`src/rtl/game_flow_ctrl.sv`:
```
// Game-flow controller: tracks lives and sequences INIT/GAME/PAUSE/RESUME/OVER/WON,
// driving the sprite/map reset and motion-enable strobes from the state register.
module game_flow_ctrl #(
    parameter int NUM_GHOSTS    = 2,
    parameter int LIVES         = 3,
    parameter int RESUME_CYCLES = 250000000,
    parameter int X_W           = 6,
    parameter int Y_W           = 5,
    parameter int PILL_W        = 10
) (
    input  logic                            CLOCK_50,
    input  logic                            reset_n,
    input  logic                            soft_reset,
    input  logic                            start,
    input  logic                            pause,
    input  logic [X_W-1:0]                  pac_x,
    input  logic [Y_W-1:0]                  pac_y,
    input  logic [NUM_GHOSTS*X_W-1:0]       ghost_x,
    input  logic [NUM_GHOSTS*Y_W-1:0]       ghost_y,
    input  logic [PILL_W-1:0]               pills_left,
    output logic [$clog2(LIVES+1)-1:0]      lives,
    output logic                            sprite_reset,
    output logic                            map_wr_reset,
    output logic                            ghost_enable,
    output logic                            pac_enable,
    output logic                            life_lost,
    output logic                            game_over,
    output logic                            game_won,
    output logic [2:0]                      state
);

    localparam int LIV_W = $clog2(LIVES + 1);
    localparam int CNT_W = (RESUME_CYCLES > 2) ? $clog2(RESUME_CYCLES) : 1;

    typedef enum logic [2:0] {
        ST_INIT   = 3'd0,
        ST_GAME   = 3'd1,
        ST_PAUSE  = 3'd2,
        ST_RESUME = 3'd3,
        ST_OVER   = 3'd4,
        ST_WON    = 3'd5
    } state_t;

    state_t             state_q, state_d;
    logic [LIV_W-1:0]   lives_q, lives_d;
    logic [CNT_W-1:0]   cnt_q, cnt_d;
    logic               life_lost_q, life_lost_d;
    logic               hit_s;
    logic               clear_s;

    // Collision: any ghost sharing Pac-Man's next grid cell.
    always_comb begin
        hit_s = 1'b0;
        for (int i = 0; i < NUM_GHOSTS; i++) begin
            hit_s = hit_s | ((ghost_x[i*X_W +: X_W] == pac_x) &&
                             (ghost_y[i*Y_W +: Y_W] == pac_y));
        end
    end

    assign clear_s = (pills_left == {PILL_W{1'b0}});

    // State, lives, resume counter and death pulse registers.
    always_ff @(posedge CLOCK_50 or negedge reset_n) begin
        if (!reset_n) begin
            state_q     <= ST_INIT;
            lives_q     <= LIV_W'(LIVES);
            cnt_q       <= {CNT_W{1'b0}};
            life_lost_q <= 1'b0;
        end else begin
            state_q     <= state_d;
            lives_q     <= lives_d;
            cnt_q       <= cnt_d;
            life_lost_q <= life_lost_d;
        end
    end

    // Next-state logic; GAME is left on the same edge as a collision, so one decrement per death.
    always_comb begin
        state_d     = state_q;
        lives_d     = lives_q;
        cnt_d       = cnt_q;
        life_lost_d = 1'b0;
        if (soft_reset) begin
            state_d = ST_INIT;
            lives_d = LIV_W'(LIVES);
        end else begin
            case (state_q)
                ST_INIT: begin
                    if (start) begin
                        state_d = ST_GAME;
                    end else begin
                        state_d = ST_INIT;
                    end
                end
                ST_GAME: begin
                    if (clear_s) begin
                        state_d = ST_WON;
                    end else if (hit_s) begin
                        life_lost_d = 1'b1;
                        if (lives_q <= LIV_W'(1)) begin
                            state_d = ST_OVER;
                            lives_d = {LIV_W{1'b0}};
                        end else begin
                            state_d = ST_RESUME;
                            lives_d = lives_q - LIV_W'(1);
                            cnt_d   = CNT_W'(RESUME_CYCLES - 1);
                        end
                    end else if (pause) begin
                        state_d = ST_PAUSE;
                    end else begin
                        state_d = ST_GAME;
                    end
                end
                ST_PAUSE: begin
                    if (!pause) begin
                        state_d = ST_GAME;
                    end else begin
                        state_d = ST_PAUSE;
                    end
                end
                ST_RESUME: begin
                    if (cnt_q == {CNT_W{1'b0}}) begin
                        state_d = ST_GAME;
                    end else begin
                        cnt_d = cnt_q - CNT_W'(1);
                    end
                end
                ST_OVER:  state_d = ST_OVER;
                ST_WON:   state_d = ST_WON;
                default:  state_d = ST_INIT;
            endcase
        end
    end

    // Output decode from the state register; RESUME keeps the map so eaten pills persist.
    always_comb begin
        sprite_reset = 1'b0;
        map_wr_reset = 1'b0;
        ghost_enable = 1'b0;
        pac_enable   = 1'b0;
        game_over    = 1'b0;
        game_won     = 1'b0;
        case (state_q)
            ST_INIT: begin
                sprite_reset = 1'b1;
                map_wr_reset = 1'b1;
            end
            ST_GAME: begin
                ghost_enable = 1'b1;
                pac_enable   = 1'b1;
            end
            ST_RESUME: sprite_reset = 1'b1;
            ST_OVER:   game_over    = 1'b1;
            ST_WON:    game_won     = 1'b1;
            default:   sprite_reset = 1'b0;
        endcase
    end

    assign lives     = lives_q;
    assign life_lost = life_lost_q;
    assign state     = state_q;

endmodule

```
`config.mk`:
```
export PLATFORM = sky130hd
export DESIGN_NAME = game_flow_ctrl
export DESIGN_NICKNAME = d
export VERILOG_FILES = /design/src/rtl/game_flow_ctrl.sv
export SDC_FILE = /design/constraint.sdc
export NUM_CORES = 1
export LEC_CHECK = 0
export CAP_MARGIN = 20
export CORE_AREA = 5 5 105 107
export DETAILED_ROUTE_END_ITERATION = 6
export DIE_AREA = 0 0 110 112
export DONT_BUFFER_PORTS = 1
export HOLD_SLACK_MARGIN = 0.05
export SLEW_MARGIN = 10
export SYNTH_ARGS = -nofsm -noshare
export SYNTH_HDL_FRONTEND = slang
export SYNTH_SLANG_ARGS = --single-unit
```
`constraint.sdc`:
```
create_clock -name CLOCK_50 -period 2.9 [get_ports CLOCK_50]
set_input_delay 0.435 -clock CLOCK_50 [delete_from_list [all_inputs] [get_ports CLOCK_50]]
set_output_delay 0.435 -clock CLOCK_50 [all_outputs]
set_load 0.01 [all_outputs]
```
# Yosys cells after proc, flatten, opt, wreduce, memory -nomap -nowiden
# Index checks and enable logic that the tools add are counted.
word_totals:
  reg_bits: 34
  input_bits: 48
  out_inout_bits: 12
  word_cells: 62
op_classes:
  n_addsub: 2
  magnitude_cmp: 1
  eq_ne: 15
  mux: 27
  n_bitwise: 2
  n_reduce_logical: 11
op_table:
  columns: ["operator", "count"]
  rows:
  - ["$mux W28", 4]
  - ["$pmux W28 S2", 1]
  - ["$logic_not A28 Y1", 1]
  - ["$sub A28 B1 Y28 const B", 1]
  - ["$pmux W3 S6", 1]
  - ["$mux W3", 5]
  - ["$eq A6 B6 Y1", 2]
  - ["$mux W2", 6]
  - ["$eq A5 B5 Y1", 2]
  - ["$logic_not A10 Y1", 1]
  - ["$mux W1", 10]
  - ["$ne A2 B2 Y1 const B", 5]
  - ["$eq A3 B2 Y1 const B", 2]
  - ["$eq A3 B3 Y1 const B", 2]
  - ["$reduce_and A6 Y1", 1]
  - ["$reduce_bool A2 Y1", 3]
  - ["$eq A3 B1 Y1 const B", 1]
  - ["$logic_not A3 Y1", 1]
  - ["$ne A3 B3 Y1 const B", 1]
  - ["$reduce_and A3 Y1", 1]
  - ["$le A2 B1 Y1 const B", 1]
  - ["$logic_and A1 B1 Y1", 2]
  - ["$reduce_or A2 Y1", 1]
  - ["$sub A2 B1 Y2 const B", 1]
  - ["other kinds (2)", 2]

# Longest topological paths before layout
logic_depth:
  depth_word: 7
  depth_mapped: 9
  mapped_depth_nobuf: 7

# Least setup slack after synthesis
# OpenSTA, ideal clock, no wires.
synth_path:
  path_kind: "register to register"
  from: "reg cnt_q[0]"
  to: "reg cnt_q[20]"
  setup_ns: 0.078
  arrival_time_ns: 1.933
  required_time_ns: 2.822
  setup_slack_ns: 0.889
  path_stages_with_launch: 8
  n_path_buf: 0
  synth_period_minus_slack_ns: 2.011
  cell_sequence: "dfrtp_1 -> inv_1 -> ha_1 -> nor3b_2 -> nand4_4 -> a211oi_4 -> or3b_1 -> a21boi_1"
synth_between:
  elab_chain_cells: 3
  word_cells_on_any_way: 6
  classes_between: "add/sub (1); eq/ne (1); mux (2); reduce/logical (2)"
synth_rtl:
  columns: ["item", "line", "source"]
  rows:
  - ["start, declared", "46", "logic [CNT_W-1:0] cnt_q, cnt_d;"]
  - ["start signal, assigned", "67", "cnt_q <= {CNT_W{1'b0}};"]
  - ["start signal, assigned", "72", "cnt_q <= cnt_d;"]
  - ["$sub A28 B1 Y28 or $logic_not A28 Y1 (tied branches)", "125, 122", null]
  - ["$mux W28 or $ne A2 B2 Y1 (tied branches)", null, null]
  - ["$pmux W28 S2 or $reduce_and A6 Y1 (tied branches)", null, null]
# Several ways; a longest one is shown, not always the timed one. The select of a mux whose other input is x is not followed.
# A chain may end at the register's enable or synchronous reset.

# Worst setup path after layout
# Ends and elaborated chain as after synthesis.

==> Implementation_results.wiki <==
{| class="wikitable"
! Metric !! Value
|-
| Path type of the worst setup path || flop to flop
|-
| Run status || completed
|-
| Switching power as a share of total power || 41.9%
|-
| Core area || between 0.01 and 0.015 mm²
|-
| Clock transition at the registers of the reported paths || 0.07 ns
|-
| Clock latency reported for the late side of the worst-skew pair || 0.29 ns
|-
| Post-synthesis cell count || 269
|-
| Headroom to the max-slew limit || 54.3%
|-
| RSZ-0062 raised after global routing || no
|-
| Logic pwr share || 39.7%
|-
| Ant. Diodes || 0
|-
| Post-synthesis register bit count || 34
|-
| Wire length reported by the detailed router || around 5.7 mm
|-
| Share of async-settable or async-resettable flops after synthesis || 100%
|-
| P_int || 1.05 mW
|-
| Clock tree sinks || 34
|-
| Vias post-DR || 2077
|-
| Layout overhead on the synthesized area || 10.4%
|-
| Total cell area at the placement stage || 0.00259 mm²
|-
| CP endpoint kind || flop
|-
| Part of the power in registers || between 40% and 50%
|-
| Die outline height || 112 µm
|-
| Iteration count of the initial detailed-routing pass || 4
|-
| Hold Path Class || input port to flop
|-
| Number of buffers created by CTS || 5
|-
| Residual overflow from global routing || 0
|-
| EDFF count, synth || 0
|-
| Post-synthesis cell area || around 0.0024 mm²
|-
| H-tree depth || 2
|-
| Critical path arrival || between 2 and 2.5 ns
|-
| Post-synthesis net count || approximately 320
|-
| Port Buf Inserts || 0
|-
| Share of the clock period used by the worst path || 77.7%
|-
| Slowest Stage Delay on Critical Path || around 0.4 ns
|-
| Final cell area excluding filler cells || 0.00270 mm²
|-
| Count of nets left with antenna violations after detail routing || 0
|-
| Cell with the biggest individual delay on the critical path || dfrtp_1
|-
| Die width || 110 µm
|-
| Unique cell type count in the Yosys netlist || 58
|-
| Post-synth top flop || dfrtp_1
|-
| Root Driver || clkbuf_8
|-
| Starting density of the core || between 20% and 30%
|-
| Wire length of the first global-routing pass || 9.81 mm
|-
| Detailed-route wire length per cell || 14.0 µm
|-
| Core occupancy in the finished layout || 26.9%
|-
| Post-CTS Setup Inserts || 0
|-
| DRC || 0
|-
| Highest ir drop seen on vdd || 0.000181 V
|-
| FILL cells || 1098
|-
| Number of global-route vias before repair || 2102
|-
| Maximum clock skew at final layout || ~0.0074 ns
|-
| Share of synthesized area occupied by flip-flops and latches || 34.8%
|-
| Row count || 37
|-
| Timing-limited maximum frequency || 0.444 GHz
|-
| Least-Margin Pin Slew || 0.685 ns
|-
| Number of top-level design ports || 60
|-
| Largest buffer count on any clock path || 2
|-
| Share of post-route cells with drive strength above 1 || about an eighth
|-
| Largest net degree at the start of global routing || 35
|-
| DR vias/cell || 5.10
|-
| Static leakage power || 1.06 nW
|-
| Power spent charging and discharging nets || 756 µW
|-
| Fraction of power consumed by the clock network || 18.8%
|-
| CTS tree || done
|-
| Avg Synthesized Cell Area || 9.11 µm²
|-
| Floorplan die area || 0.0123 mm²
|-
| Number of maximum-capacitance constraint violations || 0
|-
| Chain of cells forming the critical path || inv_1 > ha_1 > nor3b_2 > nand4_4 > a211oi_4 > or3b_1 > a21boi_1
|-
| Final setup violation count || 0
|-
| Cell Pwr Density || around 670 mW/mm²
|-
| Shortest clock period the worst path allows after layout || about 2.3 ns
|-
| Final GP Congestion || between 0.8 and 0.9
|-
| DPL Wire Length || 4.38 mm
|-
| CP Launch Type || flop
|-
| Initial antenna violation count || 0
|-
| Required arrival time at the worst endpoint || ~3.1 ns
|-
| Total global routing track utilization || under 10%
|-
| Post-route setup TNS || 0 ns
|-
| Final Net Count || 320
|-
| Final Hold Fails || 0
|-
| Max FO, Critical Path || 6
|-
| Total count of max-transition violations in the final report || 0
|-
| Iteration-0 DRC Markers || 81
|-
| Yosys warning total || 0
|}
-- worst max-delay path: cells and delay by family (launching register included) --
kind            cells  cell delay, ns
compound gates      2            0.51
fa+ha+maj           1            0.19
buf+inv             1            0.11
flops               1            0.40
simple gates        3            0.97
-- final cells by class --
cell class | count | area [µm²] | share of cell area, %
clock buffers | 8 | 80.1 | 2.96
inverters | 10 | 37.5 | 1.39
multi-input cells | 212 | 1500 | 55.3
flip-flops and latches | 34 | 853 | 31.6
well taps | 136 | 170 | 6.29
repair buffers | 7 | 67.6 | 2.50
-- flip-flops by register name (all words and copies together) (netlist names) --
name	flops
life_lost	1
cnt_q	28
lives	2
state	3
-- per-stage QoR --
stage | std cells | power (mW) | setup WS, ns | hold WS, ns
final | 407 | 1.81 | 0.646 | 0.214
after global routing | 407 | 1.97 | 0.458 | 0.201
after CTS | 407 | 1.82 | 0.602 | 0.205
after detailed placement | 397 | 1.46 | 0.630 | 0.142
after global placement | 397 | 1.44 | 0.695 | 0.142
after floorplan | 269 | 1.31 | 0.889 | 0.139
-- path summary, 6_finish.rpt --
| path | from | endpoint | slack, ns | depth (start not counted) |
|---|---|---|---|---|
| min | soft_reset | life_lost | 0.21 | 1 |
| max reg2reg | cnt_q[0] | cnt_q[20] | 0.65 | 7 |
| min reg2reg | cnt_q[26] | cnt_q[26] | 0.52 | 2 |
| min in group asynchronous | reset_n | cnt_q[3] | 0.59 | 2 |
| max | cnt_q[0] | cnt_q[20] | 0.65 | 7 |
| max in group asynchronous | reset_n | lives[1] | 2.05 | 2 |
-- synth_stat cells, drive strengths merged (3+ instances only) --
cell | number | share of area, %
or3 | 4 | 1.0
nand4 | 11 | 3.4
nor2 | 24 | 3.7
o31ai | 5 | 1.5
buf | 8 | 2.1
and4 | 5 | 1.8
xnor2 | 27 | 9.7
a21oi | 10 | 2.0
or2 | 5 | 1.3
a2111oi | 4 | 2.2
a21boi | 5 | 1.5
clkbuf | 5 | 0.77
a31oi | 4 | 1.0
and2 | 6 | 1.5
o41ai | 3 | 1.1
dfrtp | 32 | 33
a211oi | 5 | 2.0
o211ai | 3 | 0.92
inv | 10 | 1.5
o21ai | 6 | 1.2
nand2 | 13 | 2.0
nor4 | 9 | 4.4
a31o | 3 | 1.1
nor3 | 16 | 3.3
nand3 | 12 | 2.5
-- repair_timing --
action	4_1_cts	5_1_grt
hold buffers	2	0
gates resized for setup	0	0
hold endpoints to repair	34	0
-- per-layer routing --
| layer | wire, µm | GRT usage (%) |
|---|---|---|
| met5 | 0 | 0 |
| met4 | 46 | 3.66 |
| met3 | 383 | 3.30 |
| met2 | 2700 | 15.2 |
| met1 | 2570 | 12.3 |
-- cell families after synthesis --
kind of cell             Yosys count  share of synthesized area, %
flip-flops                        34                          34.8
multiplexers                       2                         0.817
AND/OR/NAND/NOR                  117                          28.8
XOR/XNOR                          29                          10.4
AO/OA/AOI/OAI                     62                          19.8
buffers and inverters             23                          4.39
adder cells (fa/ha/maj)            2                          1.02
-- cell usage in the layout (no fill, tap or decap), types with 10 or more instances in the layout --
| master | Yosys | layout |
|---|---|---|
| nand4_1 | 10 | 10 |
| inv_1 | 10 | 10 |
| nand2_1 | 13 | 13 |
| xnor2_1 | 27 | 27 |
| dfrtp_1 | 32 | 32 |
| nor2_1 | 24 | 24 |
| nand3_1 | 12 | 12 |
| a21oi_1 | 10 | 10 |
| nor3_1 | 16 | 16 |
-- power by group through the flow --
stage | Clock, mW | Combinational [mW] | Sequential [mW]
floorplan | 0 | 0.604 | 0.706
CTS | 0.350 | 0.721 | 0.750
finish | 0.339 | 0.716 | 0.750
global placement | 0 | 0.690 | 0.754
detailed placement | 0 | 0.702 | 0.759
global route | 0.378 | 0.813 | 0.776
(Power assumes the default switching activity.)
==> RTL change: new RTL, config.mk and constraints unchanged <==
Change the parameter `RESUME_CYCLES` from 250000000 to 125000000.
--- a/src/rtl/game_flow_ctrl.sv
+++ b/src/rtl/game_flow_ctrl.sv
@@ -3,7 +3,7 @@
 module game_flow_ctrl #(
     parameter int NUM_GHOSTS    = 2,
     parameter int LIVES         = 3,
-    parameter int RESUME_CYCLES = 250000000,
+    parameter int RESUME_CYCLES = 125000000,
     parameter int X_W           = 6,
     parameter int Y_W           = 5,
     parameter int PILL_W        = 10
Function: same outputs for any inputs over 10 cycles, from zero or initial values and one cycle with reset_n low; that may be too few to reach the edited logic, so the function may still have changed.
==> RTL change against the unedited design <==
  * Utilization shrank 0.82 points
  * Sequential cell count shrank 1
  * First-iteration DRC count grew 56%
  * Cell area shrank 3.1%
  * Maximum frequency shrank 11%
  * Wire length grew 1.1%
  * Area after synthesis shrank 6.0%
  * Worst setup slack lost 0.29 ns
Power is not compared: it rests on default switching activity, and its combinational part moved more than twofold at a synthesized area within 25%.
==> RTL change: results (changes against the unedited design) <==
| Metric | This run | Unit | vs unedited |
| --- | --- | --- | --- |
| Final clock-cell share | 4.439 | % | +1.5 points |
| Post-Synth XOR/XNOR Area | 8.745 | % | -1.6 points |
| Detailed-route vias per instance | 5.010 | - | -1.8% |
| Post-DP Area | 2475 | sq um | -4.6% |
| Number of DRC markers in iteration 0 | 126 | - | +56% |
| Multiplexer share of the synthesized area | 1.358 | % | +0.54 points |
| Net count of the finished layout | 321 | - | +0.31% |
| Met3 WL | 215 | um | -44% |
| Headroom to the max-slew limit | 62.00 | % | +7.7 points |
| Run status | finished, final reports clean | - |  |
| Vias in the first global route | 2029 | - | -3.5% |
| Share of final-layout standard cells stronger than drive strength 1 | 10.29 | % | -1.5 points |
| Multi-Input Combinational | 214 | - | +0.94% |
| Slowest-stage cell, CP | sky130_fd_sc_hd__or4_1 | - |  |
| Number of sequential cells | 33 | - | -2.9% |
| Worst slack, placed | 0.3975 | ns | -0.2321 ns |
| DRT met1 WL | 2.595 | mm | +0.97% |
| Non-clock inverter count | 6 | - | -4 |
| Gate count after technology mapping | 268 | - | -0.37% |
| Slowest stage delay, CP | 0.51 | ns | +0.11 ns |
| Global routing usage on met3 | 2.841 | % | -0.46 points |
| Multi-input gate share of the layout cell area | 52.41 | % | -2.9 points |
| Maximum number of pins on one net before global-route repair | 34 | - | -2.9% |
| Worst-path maximum fanout | 13 | - | +7 |
| Wire length reported by the detailed router | 5.760 | mm | +1.1% |
| Critical path data required time | 3.12 | ns | about the same |
| Gp weighted congestion | 0.8136 | - | +0.16% |
| Clock buffer cells | 7 | - | -1 |
==> RTL change: where the power goes <==
part	switching [mW]	internal [mW]	total [mW]
clock	0.180	0.280	0.460
sequential	0.0183	0.478	0.497
combinational	0.0802	0.0579	0.138
total	0.278	0.816	1.09
==> RTL change: final timing paths <==
path	startpoint	to	slack, ns	cells past startpoint
setup reg to reg	state[1]$_DFFE_PN0P_	cnt_q[13]$_DFFE_PN0P_	0.35	6
min in group asynchronous	reset_n	cnt_q[6]$_DFFE_PN0P_	0.58	2
hold reg to reg	cnt_q[0]$_DFFE_PN0P_	cnt_q[0]$_DFFE_PN0P_	0.50	1
setup / recovery	state[1]$_DFFE_PN0P_	cnt_q[13]$_DFFE_PN0P_	0.35	6
max in group asynchronous	reset_n	lives[0]$_DFFE_PN1P_	2.08	2
hold / removal	soft_reset	state[1]$_DFFE_PN0P_	0.19	1
==> RTL change: what timing repair did <==
action / CTS / global route
resized for setup: 0 / 0
hold buffers: 2 / 0
endpoints found under the setup margin: 0 / 0
hold endpoints to repair: 33 / 0
